===== src/rtl/seq_pipe_adder.sv =====
// -----------------------------------------------------------------------------
// seq_pipe_adder
//
// Purpose
//   Pipelined ripple-by-slice adder/subtractor. A WIDTH-bit operation is split
//   into STAGES = WIDTH/SLICE slices. Stage k adds slice k using the carry that
//   stage k-1 registered, so one slice is resolved per clock. The carry chain
//   per cycle is therefore only SLICE bits long. A new operation may enter
//   every cycle. A valid/ready handshake on the output stalls the whole pipe
//   as one unit.
//
// Parameters
//   WIDTH  operand / result width; must be a positive multiple of SLICE
//   SLICE  bits resolved per pipeline stage
//
// Ports
//   clk_i        clock, all state updates on the rising edge
//   rst_n_i      synchronous active-low reset
//   in_valid_i   operand set present on A_i, B_i, C_i, SUB_i
//   in_ready_o   operand set is accepted this cycle (when in_valid_i=1)
//   A_i, B_i     operands (unsigned or two's complement)
//   C_i          carry-in (add) / borrow-in (subtract)
//   SUB_i        0 = A+B+C, 1 = A-B-C
//   out_valid_o  S_o/C_o/V_o hold a result
//   out_ready_i  downstream takes the result this cycle
//   S_o          sum / difference
//   C_o          carry-out of MSB (subtract: 1 = no borrow)
//   V_o          signed overflow
// -----------------------------------------------------------------------------
module seq_pipe_adder #(
    parameter int WIDTH = 16,
    parameter int SLICE = 4
) (
    input  logic             clk_i,
    input  logic             rst_n_i,
    input  logic             in_valid_i,
    output logic             in_ready_o,
    input  logic [WIDTH-1:0] A_i,
    input  logic [WIDTH-1:0] B_i,
    input  logic             C_i,
    input  logic             SUB_i,
    output logic             out_valid_o,
    input  logic             out_ready_i,
    output logic [WIDTH-1:0] S_o,
    output logic             C_o,
    output logic             V_o
);

    localparam int STAGES = WIDTH / SLICE;

    // Whole pipe moves together: it may shift whenever the output slot is
    // empty or is being drained this cycle.
    logic advance;

    // Pipeline taps. Index 0 is the (combinational) entry point fed from the
    // inputs. Index k+1 is the register output of stage k, so index STAGES
    // is the output register.
    logic             vld_w [STAGES+1];
    logic             cy_w  [STAGES+1];
    logic [WIDTH-1:0] a_w   [STAGES+1];
    logic [WIDTH-1:0] b_w   [STAGES+1];
    logic [WIDTH-1:0] s_w   [STAGES+1];

    logic v_d;
    logic v_q;

    assign advance = !out_valid_o || out_ready_i;

    // During reset the pipe is being flushed anyway. Report ready so that
    // an upstream source does not stall on us; whatever it offers is dropped
    // by the reset branch of every stage register.
    assign in_ready_o = advance || !rst_n_i;

    // Subtraction is A + ~B + ~C. Inverting B and the carry once at the entry
    // lets every stage be a plain adder. The effective B travels down the pipe
    // so that the last stage can evaluate overflow against it.
    assign vld_w[0] = in_valid_i;
    assign a_w[0]   = A_i;
    assign b_w[0]   = SUB_i ? ~B_i : B_i;
    assign cy_w[0]  = SUB_i ? ~C_i : C_i;
    assign s_w[0]   = '0;

    genvar gi;
    generate
        for (gi = 0; gi < STAGES; gi++) begin : g_stage
            logic [SLICE:0]   slice_add;
            logic [WIDTH-1:0] sum_d;
            logic             cy_d;

            logic             vld_q;
            logic             cy_q;
            logic [WIDTH-1:0] a_q;
            logic [WIDTH-1:0] b_q;
            logic [WIDTH-1:0] s_q;

            // One SLICE-bit add with the carry registered by the stage before.
            assign slice_add = {1'b0, a_w[gi][gi*SLICE +: SLICE]}
                             + {1'b0, b_w[gi][gi*SLICE +: SLICE]}
                             + {{SLICE{1'b0}}, cy_w[gi]};
            assign cy_d = slice_add[SLICE];

            // Finished slices ride along. This stage fills in its own slice.
            always_comb begin
                sum_d                    = s_w[gi];
                sum_d[gi*SLICE +: SLICE] = slice_add[SLICE-1:0];
            end

            always_ff @(posedge clk_i) begin
                if (!rst_n_i) begin
                    vld_q <= 1'b0;
                    cy_q  <= 1'b0;
                    a_q   <= '0;
                    b_q   <= '0;
                    s_q   <= '0;
                end else if (advance) begin
                    vld_q <= vld_w[gi];
                    cy_q  <= cy_d;
                    a_q   <= a_w[gi];
                    b_q   <= b_w[gi];
                    s_q   <= sum_d;
                end
            end

            assign vld_w[gi+1] = vld_q;
            assign cy_w[gi+1]  = cy_q;
            assign a_w[gi+1]   = a_q;
            assign b_w[gi+1]   = b_q;
            assign s_w[gi+1]   = s_q;

            // The MSB slice is resolved in the last stage, so overflow is
            // decided there. It is registered alongside the final sum.
            if (gi == STAGES - 1) begin : g_ovf
                assign v_d = (a_w[gi][WIDTH-1] == b_w[gi][WIDTH-1])
                          && (sum_d[WIDTH-1] != a_w[gi][WIDTH-1]);
            end
        end
    endgenerate

    always_ff @(posedge clk_i) begin
        if (!rst_n_i) begin
            v_q <= 1'b0;
        end else if (advance) begin
            v_q <= v_d;
        end
    end

    assign out_valid_o = vld_w[STAGES];
    assign S_o         = s_w[STAGES];
    assign C_o         = cy_w[STAGES];
    assign V_o         = v_q;

endmodule


===== config.mk =====
export PLATFORM = sky130hd
export DESIGN_NAME = seq_pipe_adder
export DESIGN_NICKNAME = d
export VERILOG_FILES = /design/src/rtl/seq_pipe_adder.sv
export SDC_FILE = /design/constraint.sdc
export NUM_CORES = 1
export LEC_CHECK = 0
export CAP_MARGIN = 20
export CORE_UTILIZATION = 51
export CTS_CLUSTER_DIAMETER = 100
export DETAILED_ROUTE_END_ITERATION = 10
export PLACE_DENSITY_LB_ADDON = 0.15
export SLEW_MARGIN = 25
export SYNTH_ARGS = -nofsm -noshare
export SYNTH_HDL_FRONTEND = slang
export SYNTH_SLANG_ARGS = --single-unit

===== constraint.sdc =====
create_clock -name clk_i -period 3.6 [get_ports clk_i]
set_input_delay 1.08 -clock clk_i [delete_from_list [all_inputs] [get_ports clk_i]]
set_output_delay 1.08 -clock clk_i [all_outputs]
set_load 0.005 [all_outputs]

==> flow_metrics.py <==
metrics = {
    "status": {
        "status": "finished, final reports clean",
    },
    "drt": {
        "ant_nets": 0,
        "avgRoutedWirePerCell_um": 12.49,
        "drcViolationCount": 0,
        "via_count": 3213,
        "viasPerCell": 5.108,
        "drtIter0Drc": 164,
        "wirelength_um": 7854,
        "drtPass1Iterations": 4,
    },
    "global_routing": {
        "grtUsageMet1_pct": 26.18,
        "grt_pass1_wl_um": 13500,
        "use_met2_pct": 33.08,
        "antenna_found_initial": 0,
        "gr-total-overflow": 0,
        "grtUsageTotal_pct": 20.09,
        "grt_max_degree": 85,
        "top_usage_layer": "met2",
        "grt_pass1_vias": 2994,
        "grtUsageMet3_pct": 3.731,
    },
    "die": {
        "core_um2": 7767,
        "fp-row-count": 32,
        "io_pins": 58,
        "die-area_um2": 8450,
        "die_x_um": 91.93,
        "fp.dieH_um": 91.93,
        "start_util_pct": 53.09,
    },
    "clock_network": {
        "clk_pin_slew_ns": 0.09,
        "clockBufferDepth": 2,
        "h-tree-depth": 3,
        "clock_sinks": 97,
        "cts_root_buf": "clkbuf_8",
        "insertion_delay_ns": 0.35,
        "cts_buffers": 9,
        "cts_tree": "yes",
        "cts_resized": 0,
        "post-cts-setup-buffers": 0,
        "cts_hold_buf": 0,
    },
    "critical_path": {
        "cp-end-kind": "primary output",
        "reg2regPathDepth": 4,
        "cp_slowest_stage_delay_ns": 0.49,
        "arrival_ns": 2.31,
        "r2r_end": "S_o[15]",
        "critPathTopFamily": "buffers and inverters",
        "cpMostUsedCell": "clkdlybuf4s50_1",
        "crit_type": "primary input to primary output",
        "r2r_setup_slack_ns": 1.72,
        "worst_r2r_startpoint": "out_valid_o",
        "crit_fanout": 2,
        "startpoint_type": "primary input",
        "path_cells": "clkdlybuf4s50_1, and2b_4, nand2_1, clkdlybuf4s50_1",
        "slowest_stage": "clkdlybuf4s50_1",
        "critPathBufInv": 2,
        "required_ns": 2.52,
    },
    "cells_and_area": {
        "diodes": 0,
        "area_growth_pct": 18.75,
        "nets": 580,
        "fillers": 693,
        "final_cell_mix": "nand2_1, dfxtp_1, a21oi_1, clkdlybuf4s50_1, nor2_1",
        "fin_area_um2": 4897,
        "drive_gt1_share_pct": 6.641,
        "final_common_cell": "nand2_1",
    },
    "sta": {
        "setup_violations": 0,
        "tns_ns": 0,
        "hold_violations": 0,
        "tightest_slew_ns": 0.8302,
        "relSlewSlack_pct": 44.65,
        "fmax_mhz": 295.3,
        "grt_setup_unrepaired": "no",
        "finClkSkew_ns": 0.009249,
        "fin_crit_ns": 3.387,
        "hold_ws_ns": 0.4526,
        "drv_slew": 0,
        "period_share_pct": 94.07,
    },
    "yosys": {
        "syn_nets": 537,
        "ys_ff_latch": 97,
        "postSynth.asyncResetShare_pct": 0,
        "ys_warn_count": 0,
        "synth_edf_count": 0,
        "syn_inst": 479,
        "ys_seq_area_share_pct": 47.09,
        "syn_area_um2": 4124,
        "ys_types": 31,
        "ys.flop_type": "dfxtp_1",
        "syn_avg_cell_area_um2": 8.610,
    },
    "hold_path": {
        "hold_class": "flip-flop to flip-flop",
        "holdPathEnd": "S_o[8]",
        "min_path_cells": 2,
        "min_from": "S_o[8]",
    },
    "place": {
        "placed_cell_area_um2": 4681,
        "io_buffers": 57,
        "gp_congestion": 0.7318,
        "dp_hpwl_um": 5203,
    },
    "power_and_ir_drop": {
        "p_switching_mw": 0.5219,
        "p_int_mw": 1.661,
        "p_total_mw": 2.183,
        "powerDensity_nw_per_um2": 445.7,
        "clockPowerShare_pct": 34.2,
        "peakVddDrop_mv": 0.2920,
        "seqPwrFrac_pct": 54.2,
        "swShare_pct": 23.91,
        "cellLeakagePower_nw": 1.915,
        "p_comb_share_pct": 11.6,
    },
    "run": {
        "maxCapViolations": 0,
    },
}
[worst reg2reg max path, stage by stage, from the launching register on]
cell       delay, ns
dfxtp_1         0.41
and2b_4         0.20
buf_4           0.65
a2111oi_0       0.20
a311o_2         0.34
[cells by family (layout without fill, tap and decap cells)]
family / after synthesis / in the layout / synth area share (%)
compound gates: 118 / 118 / 17.20
simple gates: 183 / 183 / 17.45
flops: 97 / 97 / 47.09
buf+inv: 40 / 88 / 6.280
fa+ha+maj: 20 / 20 / 7.524
xor+xnor: 21 / 21 / 4.460
[per-layer routing]
metal	wire (µm)	vias to the layer above
met5	0	-
met4	123	0
met3	294	11
met2	3666	69
met1	3770	1463
li1	-	1670
[Yosys cell counts, drive strengths merged (2+ instances only)]
cell / number / area, µm²
xnor2: 16 / 140.1
ha: 12 / 150.1
a2111o: 4 / 45.04
fa: 8 / 160.2
buf: 31 / 225.2
inv: 4 / 15.01
a21o: 4 / 30.03
nand2: 148 / 555.5
nor2: 19 / 71.32
o211ai: 4 / 35.03
a21oi: 82 / 414.2
o21ai: 5 / 25.02
clkbuf: 5 / 18.77
a2111oi: 2 / 23.77
xor2: 5 / 43.79
dfxtp: 97 / 1942
nand3: 11 / 55.05
a211oi: 16 / 125.1
[registers in the layout (all words and copies together) (netlist names)]
register,count
g_stage.b_q,24
C_o,1
S_o,16
g_stage.s_q,24
V_o,1
g_stage.a_q,24
out_valid_o,1
g_stage.vld_q,3
g_stage.cy_q,3
[power by group through the flow]
stage / registers (mW) / logic [mW] / clock network [mW]
after floorplan: 1.20 / 0.165 / 0
after global placement: 1.21 / 0.249 / 0
after detailed placement: 1.21 / 0.254 / 0
after CTS: 1.18 / 0.256 / 0.763
after global routing: 1.19 / 0.285 / 0.814
final: 1.18 / 0.254 / 0.745
[worst max-delay path by stage]
stage / cells after the start / slack (ns) / from / endpoint
after global routing: 4 / 0.19 / out_ready_i / in_ready_o
after global placement: 4 / 0.21 / out_ready_i / in_ready_o
after CTS: 4 / 0.21 / out_ready_i / in_ready_o
final: 4 / 0.21 / out_ready_i / in_ready_o
after floorplan: 8 / 0.77 / SUB_i / g_stage[0].cy_q
after detailed placement: 4 / 0.22 / out_ready_i / in_ready_o
[stage by stage]
stage	util, %	std cells	setup slack [ns]
floorplan	-	479	0.7702
global placement	60.26	613	0.2119
detailed placement	60.26	613	0.2188
CTS	63.05	629	0.2056
global route	63.05	629	0.1876
finish	63.05	629	0.2133
[cell type report]
cell class / instances / area [µm²] / area share [%]
well taps: 102 / 127.6 / 2.606
repair buffers: 68 / 665.6 / 13.59
inverters: 4 / 15.01 / 0.3066
multi-input cells: 342 / 1931 / 39.42
clock buffers: 13 / 168.9 / 3.449
flip-flops and latches: 97 / 1942 / 39.65
clock inverters: 3 / 47.55 / 0.9709
(Power assumes the default switching activity.)
==> edit (same flow settings) <==
`WIDTH`: 16 -> 8.
--- a/src/rtl/seq_pipe_adder.sv
+++ b/src/rtl/seq_pipe_adder.sv
@@ -29,5 +29,5 @@
 // -----------------------------------------------------------------------------
 module seq_pipe_adder #(
-    parameter int WIDTH = 16,
+    parameter int WIDTH = 8,
     parameter int SLICE = 4
 ) (
Ports: changed (resized A_i, B_i and S_o); port bits go from 58 to 34. No check against the original RTL was run, so the function may have changed too.
==> edit against the unedited design <==
- sequential power is 72% lower
- wire length fell by 73%
- setup slack improved by 0.027 ns
- cell count shrank 73%
- sequential cell count shrank 72
- power shrank 73%
- synthesized area down 72%
- register-to-register slack improved by 0.27 ns
- largest power group unchanged
- cell area shrank 69%
- non-clock buffer count decreased by 33
- synthesized cell count is 77% lower
- hold slack better by 0.0023 ns
- critical path depth rose by 1
==> edit: results (changes against the unedited design) <==
Total vias in the final route: 882 (-73%)
Total Wirelength: 2.14 mm (-73%)
Global placement routability congestion: 0.735 (+0.45%)
Clock power share: 20.2% (-14 points)
Met2 wire length: 1.06 mm (-71%)
Minimum hold slack: 0.455 ns (+0.00228 ns)
Number of filler instances in the final layout: 160 (-77%)
Number of nets at the end of the flow: 177 (-69%)
Count of port buffers added during placement: 33 (-42%)
Commonest cells post-synth: dfxtp_1, nand2_1, a22o_1, o21ai_1, xor2_1
Worst supply voltage drop on vdd: 0.000370 V (+27%)
Clock buffers created by TritonCTS: 3 (-6)
Seq/Total Area, Yosys: 43.7% (-3.4 points)
Sequential group power: 325 uW (-72%)
Number of distinct standard cells referenced by the synthesized netlist: 21 (-32%)
Clock latency at the later pin of the worst-skew pair: 0.31 ns (-0.04 ns)
Top cells by area in the synthesized netlist: dfxtp_1, a22o_1, fa_1
Ratio of cells with drive above 1 in the final layout: 7.64% (+1.0 points)
Starting DRT DRC Count: 8 (-95%)
Vias in the first global route: 895 (-70%)
Worst Clk Skew: 0.00280 ns (-0.00645 ns)
Placed Cells: 167 (-73%)
Root Driver: clkbuf_4
Register-to-register setup slack: 1.99 ns (+0.27 ns)
Result of the run: completed
Half-perimeter wire length after placement: 1.69 mm (-68%)
Wire length of the first global-routing pass: 3.80 mm (-72%)
Minimum setup slack in the final design: 0.240 ns (+0.0269 ns)
Met1 Routed Length: 950 um (-75%)
==> edit: changes by cell type after synthesis, sizes merged, moves of 5 or more <==
cell | unedited run | this run
a211oi | 16 | 0
a21oi | 82 | 4
a22o | 0 | 11
buf | 31 | 5
clkbuf | 5 | 0
dfxtp | 97 | 25
ha | 12 | 6
nand2 | 148 | 15
nand3 | 11 | 0
nor2 | 19 | 1
o21ai | 5 | 11
xnor2 | 16 | 5
==> edit: routing by layer <==
metal / global-route usage, % / up-vias
met2: 35.6 / 20
li1: - / 446
met3: 7.17 / 2
met5: 0 / -
met1: 24.7 / 414
met4: 2.86 / 0
==> edit: cell type report <==
type,instances,area share (%)
well taps,27,2.23
clock buffers,4,1.73
inverters,6,1.49
multi-input cells,74,38.7
repair buffers,35,22.8
flip-flops and latches,25,33.0
==> edit: cell families after synthesis <==
family | after synthesis | share of synthesized area [%]
flip-flops | 25 | 43.7
buffers and inverters | 11 | 5.13
XOR/XNOR | 14 | 10.7
adder cells (fa/ha/maj) | 10 | 13.5
AO/OA/AOI/OAI | 32 | 19.1
AND/OR/NAND/NOR | 18 | 7.86
==> edit: through the flow <==
stage               cell area [sq um]  utilization (%)  power (mW)
floorplan                        1150                -       0.411
finish                           1520             74.2       0.590
global placement                 1490             72.9       0.474
detailed placement               1490             72.9       0.478
global route                     1520             74.2       0.627
CTS                              1520             74.2       0.595
==> edit: worst paths after layout <==
kind / cells past startpoint / to / startpoint
worst max-delay path: 5 / in_ready_o / rst_n_i
worst max register to register: 7 / C_o / g_stage[0].b_q[4]
worst min-delay path: 2 / g_stage[0].s_q[2] / g_stage[0].s_q[2]
worst min register to register: 2 / g_stage[0].s_q[2] / g_stage[0].s_q[2]
